File: src/rtl/dcache_writeback_serializer.sv
`default_nettype none
// ----------------------------------------------------------------------------
// dcache_writeback_serializer: drains one dirty cache line to memory word by word
// Rev 1.0
// ----------------------------------------------------------------------------
module dcache_writeback_serializer #(
    parameter int LINE_WIDTH = 128,
    parameter int XLEN       = 32,
    parameter int PLEN       = 34
) (
    input  logic                  clk_i,
    input  logic                  rst_i,
    input  logic                  wb_valid_i,
    output logic                  wb_ready_o,
    input  logic [LINE_WIDTH-1:0] wb_data_i,
    input  logic [PLEN-1:0]       wb_addr_i,
    output logic                  mem_req_o,
    input  logic                  mem_gnt_i,
    input  logic                  mem_ack_i,
    output logic [PLEN-1:0]       mem_addr_o,
    output logic [XLEN-1:0]       mem_data_o,
    output logic [2:0]            mem_size_o,
    input  logic [PLEN-1:0]       lookup_addr_i,
    output logic                  lookup_hit_o,
    output logic                  busy_o,
    output logic                  done_o
);

    localparam int NUM_WORDS    = LINE_WIDTH / XLEN;
    localparam int OFFSET_WIDTH = $clog2(LINE_WIDTH / 8);
    localparam int CNT_W        = $clog2(NUM_WORDS);
    localparam int BYTE_SHIFT   = $clog2(XLEN / 8);
    localparam logic [CNT_W-1:0] LAST_WORD = CNT_W'(NUM_WORDS - 1);
    localparam logic [PLEN-1:0] c_line_mask =
        {{(PLEN-OFFSET_WIDTH){1'b1}}, {OFFSET_WIDTH{1'b0}}};

    typedef enum logic [1:0] {
        IDLE     = 2'd0,
        REQ      = 2'd1,
        WAIT_ACK = 2'd2
    } state_t;

    state_t                r_state;
    state_t                w_next;
    logic [CNT_W-1:0]      r_cnt;
    logic [LINE_WIDTH-1:0] r_buf;
    logic [PLEN-1:0]       r_addr;
    logic                  r_done;
    logic                  w_capture;
    logic                  w_complete;
    logic [XLEN-1:0]       w_word;

    always_comb begin
        w_next     = r_state;
        w_capture  = 1'b0;
        w_complete = 1'b0;
        case (r_state)
            IDLE: begin
                if (wb_valid_i) begin
                    w_capture = 1'b1;
                    w_next    = REQ;
                end
            end
            REQ: begin
                if (mem_gnt_i) begin
                    if (mem_ack_i) w_complete = 1'b1;
                    else           w_next     = WAIT_ACK;
                end
            end
            WAIT_ACK: begin
                if (mem_ack_i) w_complete = 1'b1;
            end
            default: w_next = IDLE;
        endcase
        if (w_complete) begin
            w_next = (r_cnt == LAST_WORD) ? IDLE : REQ;
        end
    end

    always_ff @(posedge clk_i or posedge rst_i) begin
        if (rst_i) begin
            r_state <= IDLE;
            r_cnt   <= '0;
            r_buf   <= '0;
            r_addr  <= '0;
            r_done  <= 1'b0;
        end else begin
            r_state <= w_next;
            r_done  <= w_complete && (r_cnt == LAST_WORD);
            if (w_capture) begin
                r_buf  <= wb_data_i;
                r_addr <= wb_addr_i & c_line_mask;
                r_cnt  <= '0;
            end else if (w_complete && (r_cnt != LAST_WORD)) begin
                r_cnt <= r_cnt + CNT_W'(1);
            end
        end
    end

    always_comb begin
        w_word = '0;
        for (int k = 0; k < NUM_WORDS; k++) begin
            if (r_cnt == CNT_W'(k)) w_word = r_buf[k*XLEN +: XLEN];
        end
    end

    assign wb_ready_o   = (r_state == IDLE);
    assign mem_req_o    = (r_state == REQ);
    assign busy_o       = (r_state != IDLE);
    assign done_o       = r_done;
    assign mem_size_o   = 3'b010;
    // Payload is only driven while a request is up so the bus idles at zero.
    assign mem_addr_o   = mem_req_o ? (r_addr + PLEN'({r_cnt, {BYTE_SHIFT{1'b0}}})) : '0;
    assign mem_data_o   = mem_req_o ? w_word : '0;
    assign lookup_hit_o = busy_o && (((lookup_addr_i ^ r_addr) & c_line_mask) == '0);

endmodule
`default_nettype wire

File: config.mk
export PLATFORM = sky130hd
export DESIGN_NAME = dcache_writeback_serializer
export DESIGN_NICKNAME = d
export VERILOG_FILES = /design/src/rtl/dcache_writeback_serializer.sv
export SDC_FILE = /design/constraint.sdc
export NUM_CORES = 1
export LEC_CHECK = 0
export CAP_MARGIN = 20
export CORE_UTILIZATION = 41
export DETAILED_ROUTE_END_ITERATION = 6
export PLACE_DENSITY = 0.81
export SLEW_MARGIN = 25
export SYNTH_ARGS = -nofsm -noshare
export SYNTH_HDL_FRONTEND = slang
export SYNTH_SLANG_ARGS = --single-unit
File: constraint.sdc
create_clock -name clk_i -period 6.25 [get_ports clk_i]
set_clock_uncertainty 0.05 [all_clocks]
set_input_delay 1.5625 -clock clk_i [delete_from_list [all_inputs] [get_ports clk_i]]
set_output_delay 1.5625 -clock clk_i [all_outputs]
set_load 0.005 [all_outputs]
==> results by group, run 1 <==
STA
  – Setup TNS: 0 ps
  – Final Max Tran Viols: 0
  – RSZ-0062 raised after global routing: no
  – Fmax: 0.191 GHz
  – Max transition margin: 31.5%
  – Worst Tran Pin Value: 1030 ps
  – Fin. Hold Viols: 0
  – Fin crit share: 83.8%
  – Fin crit period: 5240 ps
  – Final setup vio count: 0

Synth
  – Register area share after synthesis: 52.1%
  – Mapped Cells: 608
  – Synth top area cells: dfrtp_1 (52%), mux2_1 (22%), a221oi_1 (3.5%)
  – Most used DFF post-synth: dfrtp_1
  – Count of distinct cell types in the synthesized netlist: 30
  – Mean Syn Cell Area: between 10 and 15 um2
  – Post-synth EDFFs: 0
  – Count of state elements after synthesis: 163
  – Largest area contributor in the netlist: dfrtp_1
  – Asr flop ratio synth: 100%
  – Syn Std Cell Area: 7830 um2
  – Yosys top cell area share: ~52%
  – Synth warn: 0

Placement
  – DP Cell Count: 1063
  – RD Place Congestion: 0.745
  – Hpwl dp: between 10000 and 15000 um
  – Port Buffers: 261

Finish
  – Most common cell after layout, fill and taps aside: clkdlybuf4s50_1
  – Most frequent cells in the layout: clkdlybuf4s50_1 (261), dfrtp_1 (163), mux2_1 (155), inv_1 (37), a21oi_1 (35)
  – Antenna diodes: 0
  – Post-Layout Cell Count: roughly 1100
  – Fill cells: about 1500
  – Share of cells above drive strength 1: 5.57%
  – Layout Nets: 1059
  – Area growth, synth to finish: 42.1%

CTS
  – Resized Gates After CTS: 0
  – Total CTS buffers: 17
  – # clock sinks: 163
  – CTS tree: done
  – CTS Root Cell: clkbuf_16
  – H-tree Lvls: 4
  – Clk buf depth: 2
  – Clock latency on the worst-skew pair: 420 ps
  – Setup bufs post-CTS: 0
  – Clk pin slew, worst setup/hold paths: 60 ps
  – Hold Buf Count CTS: 0

GRT
  – Global-route wire length before repair: 31700 um
  – Initial antenna violation count: 0
  – Vias in the first global route: 6063
  – GRT Residual Overflow: 0
  – Total GRT Usage: 20.9%
  – Largest net degree at the start of global routing: 133

Power and ir drop
  – VDD IR max: 262 uV
  – Comb pwr share: 43.6%
  – Switching share of power: 33.3%
  – Sw power: 0.00177 W
  – Reg power frac: 36.3%
  – Clock power frac: 20.1%
  – Cell-internal power: 0.00353 W
  – LEAKAGE: 4.68 nW
  – Power Density: approximately 480 nW/um2

Setup path
  – Critical Path AT: 3620 ps
  – Maximum fanout along the worst path: 1
  – Worst Setup End Kind: output port
  – Critical path class: input pin to output port
  – Critical path required time: 4640 ps
  – Startpoint Class: input pin

Drt
  – DRC viols: 0
  – WL final: 19700 um
  – Via count: 5629
  – ANT nets after route: 0
  – DR WL/cell: between 15 and 20 um
  – Drt pass-1 iters: 6
  – Initial DRC count: roughly 230
  – DR vias/cell: 5.14

Status
  – Status: completed

Floorplanning
  – Core area: 18700 um2
  – FP Rows: 50
  – Die height: 140 um
  – Starting density of the core: about two fifths
  – I/O pins: roughly 280
  – Die area: roughly 20000 um2
  – Die Wd: 140 um

Min path
  – Worst Hold Class: register to register

Job
  – Maxcap violations: 0
-- final cells by class --
type,count,area [um2],area share (%)
timing repair buffer,268,2690,24.1
multi-input combinational,361,3330,29.9
clock buffer,22,474,4.26
sequential,163,4080,36.6
clock inverter,10,125,1.12
inverter,38,148,1.33
tap,234,293,2.63
-- per-stage QoR --
stage	total power (W)	cell area, um2	hold slack, ps	utilization, %	setup WS [ps]
detailed placement	0.00426	10500	431	56.2	926
global route	0.00567	11100	450	59.5	871
finish	0.00530	11100	439	59.5	1010
floorplan	0.00333	7850	405	-	233
global placement	0.00419	10500	423	56.2	951
CTS	0.00535	11100	445	59.4	937
-- worst paths after layout --
path	start	endpoint	slack, ps	cells after the start
min reg2reg	r_buf[90]	r_buf[90]	440	1
min	r_buf[90]	r_buf[90]	440	1
max reg2reg	r_state[0]	r_buf[83]	3600	6
max in group asynchronous	rst_i	r_state[0]	3420	3
min in group asynchronous	rst_i	r_addr[23]	1650	2
max	lookup_addr_i[19]	lookup_hit_o	1010	6
-- power by group through the flow --
stage / sequential [W] / clock, W / combinational, W
2_1_floorplan: 0.00184 / 0 / 0.00149
3_3_place_gp: 0.00191 / 0 / 0.00228
3_5_place_dp: 0.00194 / 0 / 0.00232
4_1_cts: 0.00192 / 0.00109 / 0.00234
5_1_grt: 0.00199 / 0.00113 / 0.00255
6_report: 0.00192 / 0.00107 / 0.00231
-- cell families (layout without fill, tap and decap cells) --
logic type               after synthesis  after routing  synth area share, %
AO/OA/AOI/OAI                        100            100                 9.62
XOR/XNOR                              31             31                 3.47
adder cells (fa/ha/maj)                9              9                 1.44
buffers and inverters                 87            338                 5.99
flip-flops                           163            163                 52.1
multiplexers                         160            160                 23.0
other                                  2              5               0.0959
AND/OR/NAND/NOR                       56             56                 4.36
-- layer usage --
metal	track usage [%]	share of wire (%)
met3	7.69	9.1
met5	0	0
met2	35.0	49
met1	25.3	41
met4	5.32	1.1
-- synthesized netlist by cell type, drive strengths merged, types with 3 or more instances --
cell,instances
a21oi,35
a221oi,32
a22o,31
and2,34
buf,32
clkbuf,17
dfrtp,163
ha,9
inv,38
mux2,158
nand2,3
nand4,4
nor4,6
xnor2,12
xor2,19
-- worst max-delay path, cell delays in order --
cell and delay [ps]:
clkdlybuf4s50_1 410, xor2_1 150, nor4_1 430, nand4_1 180
nor4_1 330, clkdlybuf4s50_1 560
-- registers in the layout, indices dropped and copies added (netlist names) --
signal   cells
done_o       1
r_state      2
r_buf      128
r_addr      30
r_cnt        2
Note: power is estimated with default switching activity, not from simulation.
==> run 2: changes to the inputs <==
==> constraint.sdc (replaced) <==
create_clock -name clk_i -period 4.5 [get_ports clk_i]
set_clock_uncertainty 0.05 [all_clocks]
set_input_delay 1.125 -clock clk_i [delete_from_list [all_inputs] [get_ports clk_i]]
set_output_delay 1.125 -clock clk_i [all_outputs]
set_load 0.005 [all_outputs]
==> run 2 against run 1 <==
Compared with the run above: final cell count grew 0.46%; register-to-register slack got worse by 1600 ps; non-clock buffer count grew 5; die area unchanged; largest power group unchanged; critical path depth unchanged; power increased by 40%; clock power increased by 39%; routed wire length down 1.4%; via count up 0.55%; worst setup slack worse by 860 ps; count of clock-buffer cells in the layout is 2 lower; core utilization is 0.50 points higher.
==> results by group, run 2 (synthesis gave the netlist of run 1 again) <==
Placement
  – Hpwl dp: 13500 um (+0.99%)
  – Port Buffers: 261 (unchanged)
  – RD Place Congestion: 0.732 (-1.8%)

STA
  – Worst Tran Pin Value: 672 ps (-353 ps)
  – Fin crit period: 4350 ps
  – Fin. Hold Viols: 0 (unchanged)
  – Fmax: between 0.2 and 0.25 GHz
  – RSZ-0062 raised after global routing: no
  – Hold_ws: 440 ps (+0.546 ps)
  – Setup TNS: 0 ps (unchanged)
  – Final Max Tran Viols: 0 (unchanged)
  – Final setup vio count: 0 (unchanged)
  – Max transition margin: 55.1% (+24 points)
  – Fin crit share: 96.6%

GRT
  – Initial antenna violation count: 0 (unchanged)
  – Largest net degree at the start of global routing: 87 (-35%)
  – Total GRT Usage: 20.9% (+0.057 points)
  – Global-route wire length before repair: 31600 um (about the same)
  – Vias in the first global route: 6016 (-0.78%)
  – GRT Residual Overflow: 0 (unchanged)

Power and ir drop
  – Cell-internal power: 0.00495 W (+40%)
  – Sw power: 0.00247 W (+40%)
  – Switching share of power: 33.2% (-0.11 points)
  – Clock power frac: 20.1% (about the same)
  – Reg power frac: 36.0% (-0.3 points)
  – Comb pwr share: 43.9% (+0.3 points)
  – LEAKAGE: 4.73 nW (+1.1%)
  – VDD IR max: 318 uV (+21%)
  – Power Density: 661 nW/um2 (+39%)

CTS
  – Clk pin slew, worst setup/hold paths: 70 ps (about the same)
  – Resized Gates After CTS: 0 (unchanged)
  – Hold Buf Count CTS: 0 (unchanged)
  – H-tree Lvls: 4 (unchanged)
  – CTS Root Cell: clkbuf_16
  – # clock sinks: 163 (unchanged)
  – Clock latency on the worst-skew pair: 420 ps (about the same)
  – CTS tree: done
  – Clk buf depth: 2 (unchanged)
  – Total CTS buffers: 17 (unchanged)
  – Setup bufs post-CTS: 0 (unchanged)

Finish
  – Fill cells: 1529 (+0.065%)
  – Area growth, synth to finish: 43.3%
  – Multi-input logic area: 3330 um2 (unchanged)
  – Most common cell after layout, fill and taps aside: clkdlybuf4s50_1
  – Most frequent cells in the layout: clkdlybuf4s50_1 (261), dfrtp_1 (163), mux2_1 (155), inv_1 (37), a21oi_1 (35)
  – Register with the most flip-flops: r_buf
  – Layout Nets: 1064 (+0.47%)
  – Register Area: 4080 um2 (unchanged)
  – Antenna diodes: 0 (unchanged)
  – Biggest regs: r_buf (128), r_addr (30)
  – Number of flip-flops in the largest register: 128 (unchanged)
  – Share of cells above drive strength 1: 6.23% (+0.66 points)

Drt
  – WL final: 19500 um (-1.4%)
  – Via count: 5660 (+0.55%)
  – Drt pass-1 iters: 4 (-2)
  – DRC viols: 0 (unchanged)
  – DR WL/cell: 17.7 um (-1.9%)
  – Initial DRC count: 177 (-24%)
  – DR vias/cell: 5.14 (about the same)
  – ANT nets after route: 0 (unchanged)

Setup path
  – Critical Path Slowest Stage Cell: clkdlybuf4s50_1
  – R2R depth: 5 (-1)
  – Startpoint Class: input pin
  – Maximum fanout along the worst path: 1 (unchanged)
  – Worst path depth: 6 (unchanged)
  – Slowest stage delay, CP: 550 ps (about the same)
  – Critical Path AT: 3170 ps (-450 ps)
  – Buffers and inverters on the worst path: 2 (unchanged)
  – Delay-heaviest family, CP: buffers and inverters
  – Critical path required time: 3320 ps (-1320 ps)
  – Critical path class: input pin to output port
  – Worst Setup End Kind: output port
  – Cell breakdown of the critical path: clkdlybuf4s50_1 > xor2_1 > nor4_1 > nand4_1 > nor4_1 > clkdlybuf4s50_1

Status
  – Status: completed

Floorplanning
  – Core area: 18700 um2 (unchanged)
  – Starting density of the core: 41.9% (unchanged)
  – I/O pins: 275 (unchanged)
  – Die area: 19700 um2 (unchanged)
  – FP Rows: 50 (unchanged)
  – Die Wd: 140 um (unchanged)
  – Die height: 140 um (unchanged)

Job
  – Maxcap violations: 0 (unchanged)

Min path
  – Worst Hold Class: register to register
  – Hold Path Depth: 1 (unchanged)
-- run 2: cell types whose count changed in the layout (fill, tap and decap cells not counted) --
cell and change:
clkbuf_8 -1, inv_6 +3, clkinv_4 -2, inv_8 +1, clkinv_2 +1, buf_12 +6, clkinvlp_4 -1, buf_16 -1
clkbuf_1 -1
-- run 2: metrics by stage --
step | area (um2) | worst slack (ps) | instances | utilization (%) | total power, W
after CTS | 11200 | 75.1 | 1101 | 60.0 | 0.00753
after detailed placement | 10600 | 66.8 | 1069 | 56.8 | 0.00600
after global routing | 11200 | 13.2 | 1101 | 60.0 | 0.00796
after floorplan | 7850 | 1250 | 611 | - | 0.00462
after global placement | 10600 | 70.0 | 1069 | 56.8 | 0.00590
final | 11200 | 153 | 1101 | 60.0 | 0.00742
-- run 2: worst paths after layout --
| kind | from | end | slack (ps) |
|---|---|---|---|
| min in group asynchronous | rst_i | r_buf[94] | 1110 |
| hold reg to reg | r_buf[93] | r_buf[93] | 440 |
| setup reg to reg | r_state[1] | r_buf[75] | 2020 |
| max in group asynchronous | rst_i | r_buf[41] | 2860 |
| setup / recovery | lookup_addr_i[19] | lookup_hit_o | 150 |
| hold / removal | r_buf[93] | r_buf[93] | 440 |
-- run 2: worst register-to-register path, cell delays in order (launching register included) --
cell	delay, ps
dfrtp_1	390
inv_1	130
ha_1	480
nand2_8	520
buf_12	420
mux2_1	360
-- run 2: power groups by stage --
stage               Sequential [W]  Clock [W]  Combinational (W)
finish                     0.00267    0.00149            0.00326
global route               0.00278    0.00159            0.00359
CTS                        0.00268    0.00153            0.00332
detailed placement         0.00270          0            0.00330
global placement           0.00266          0            0.00324
floorplan                  0.00255          0            0.00207
-- run 2: layout make-up --
| class | count | area share [%] |
|---|---|---|
| multi-input cells | 361 | 29.7 |
| clock inverters | 12 | 1.28 |
| repair buffers | 273 | 24.7 |
| clock buffers | 20 | 4.07 |
| flip-flops and latches | 163 | 36.3 |
| inverters | 38 | 1.30 |
| well taps | 234 | 2.61 |
-- run 2: routing by layer --
metal	vias to the layer above	part of all wire (%)	global-route usage, %
li1	2640	-	-
met1	2786	42	24.7
met3	19	8.2	7.76
met5	-	0	0
met2	215	49	35.9
met4	0	1.2	5.32
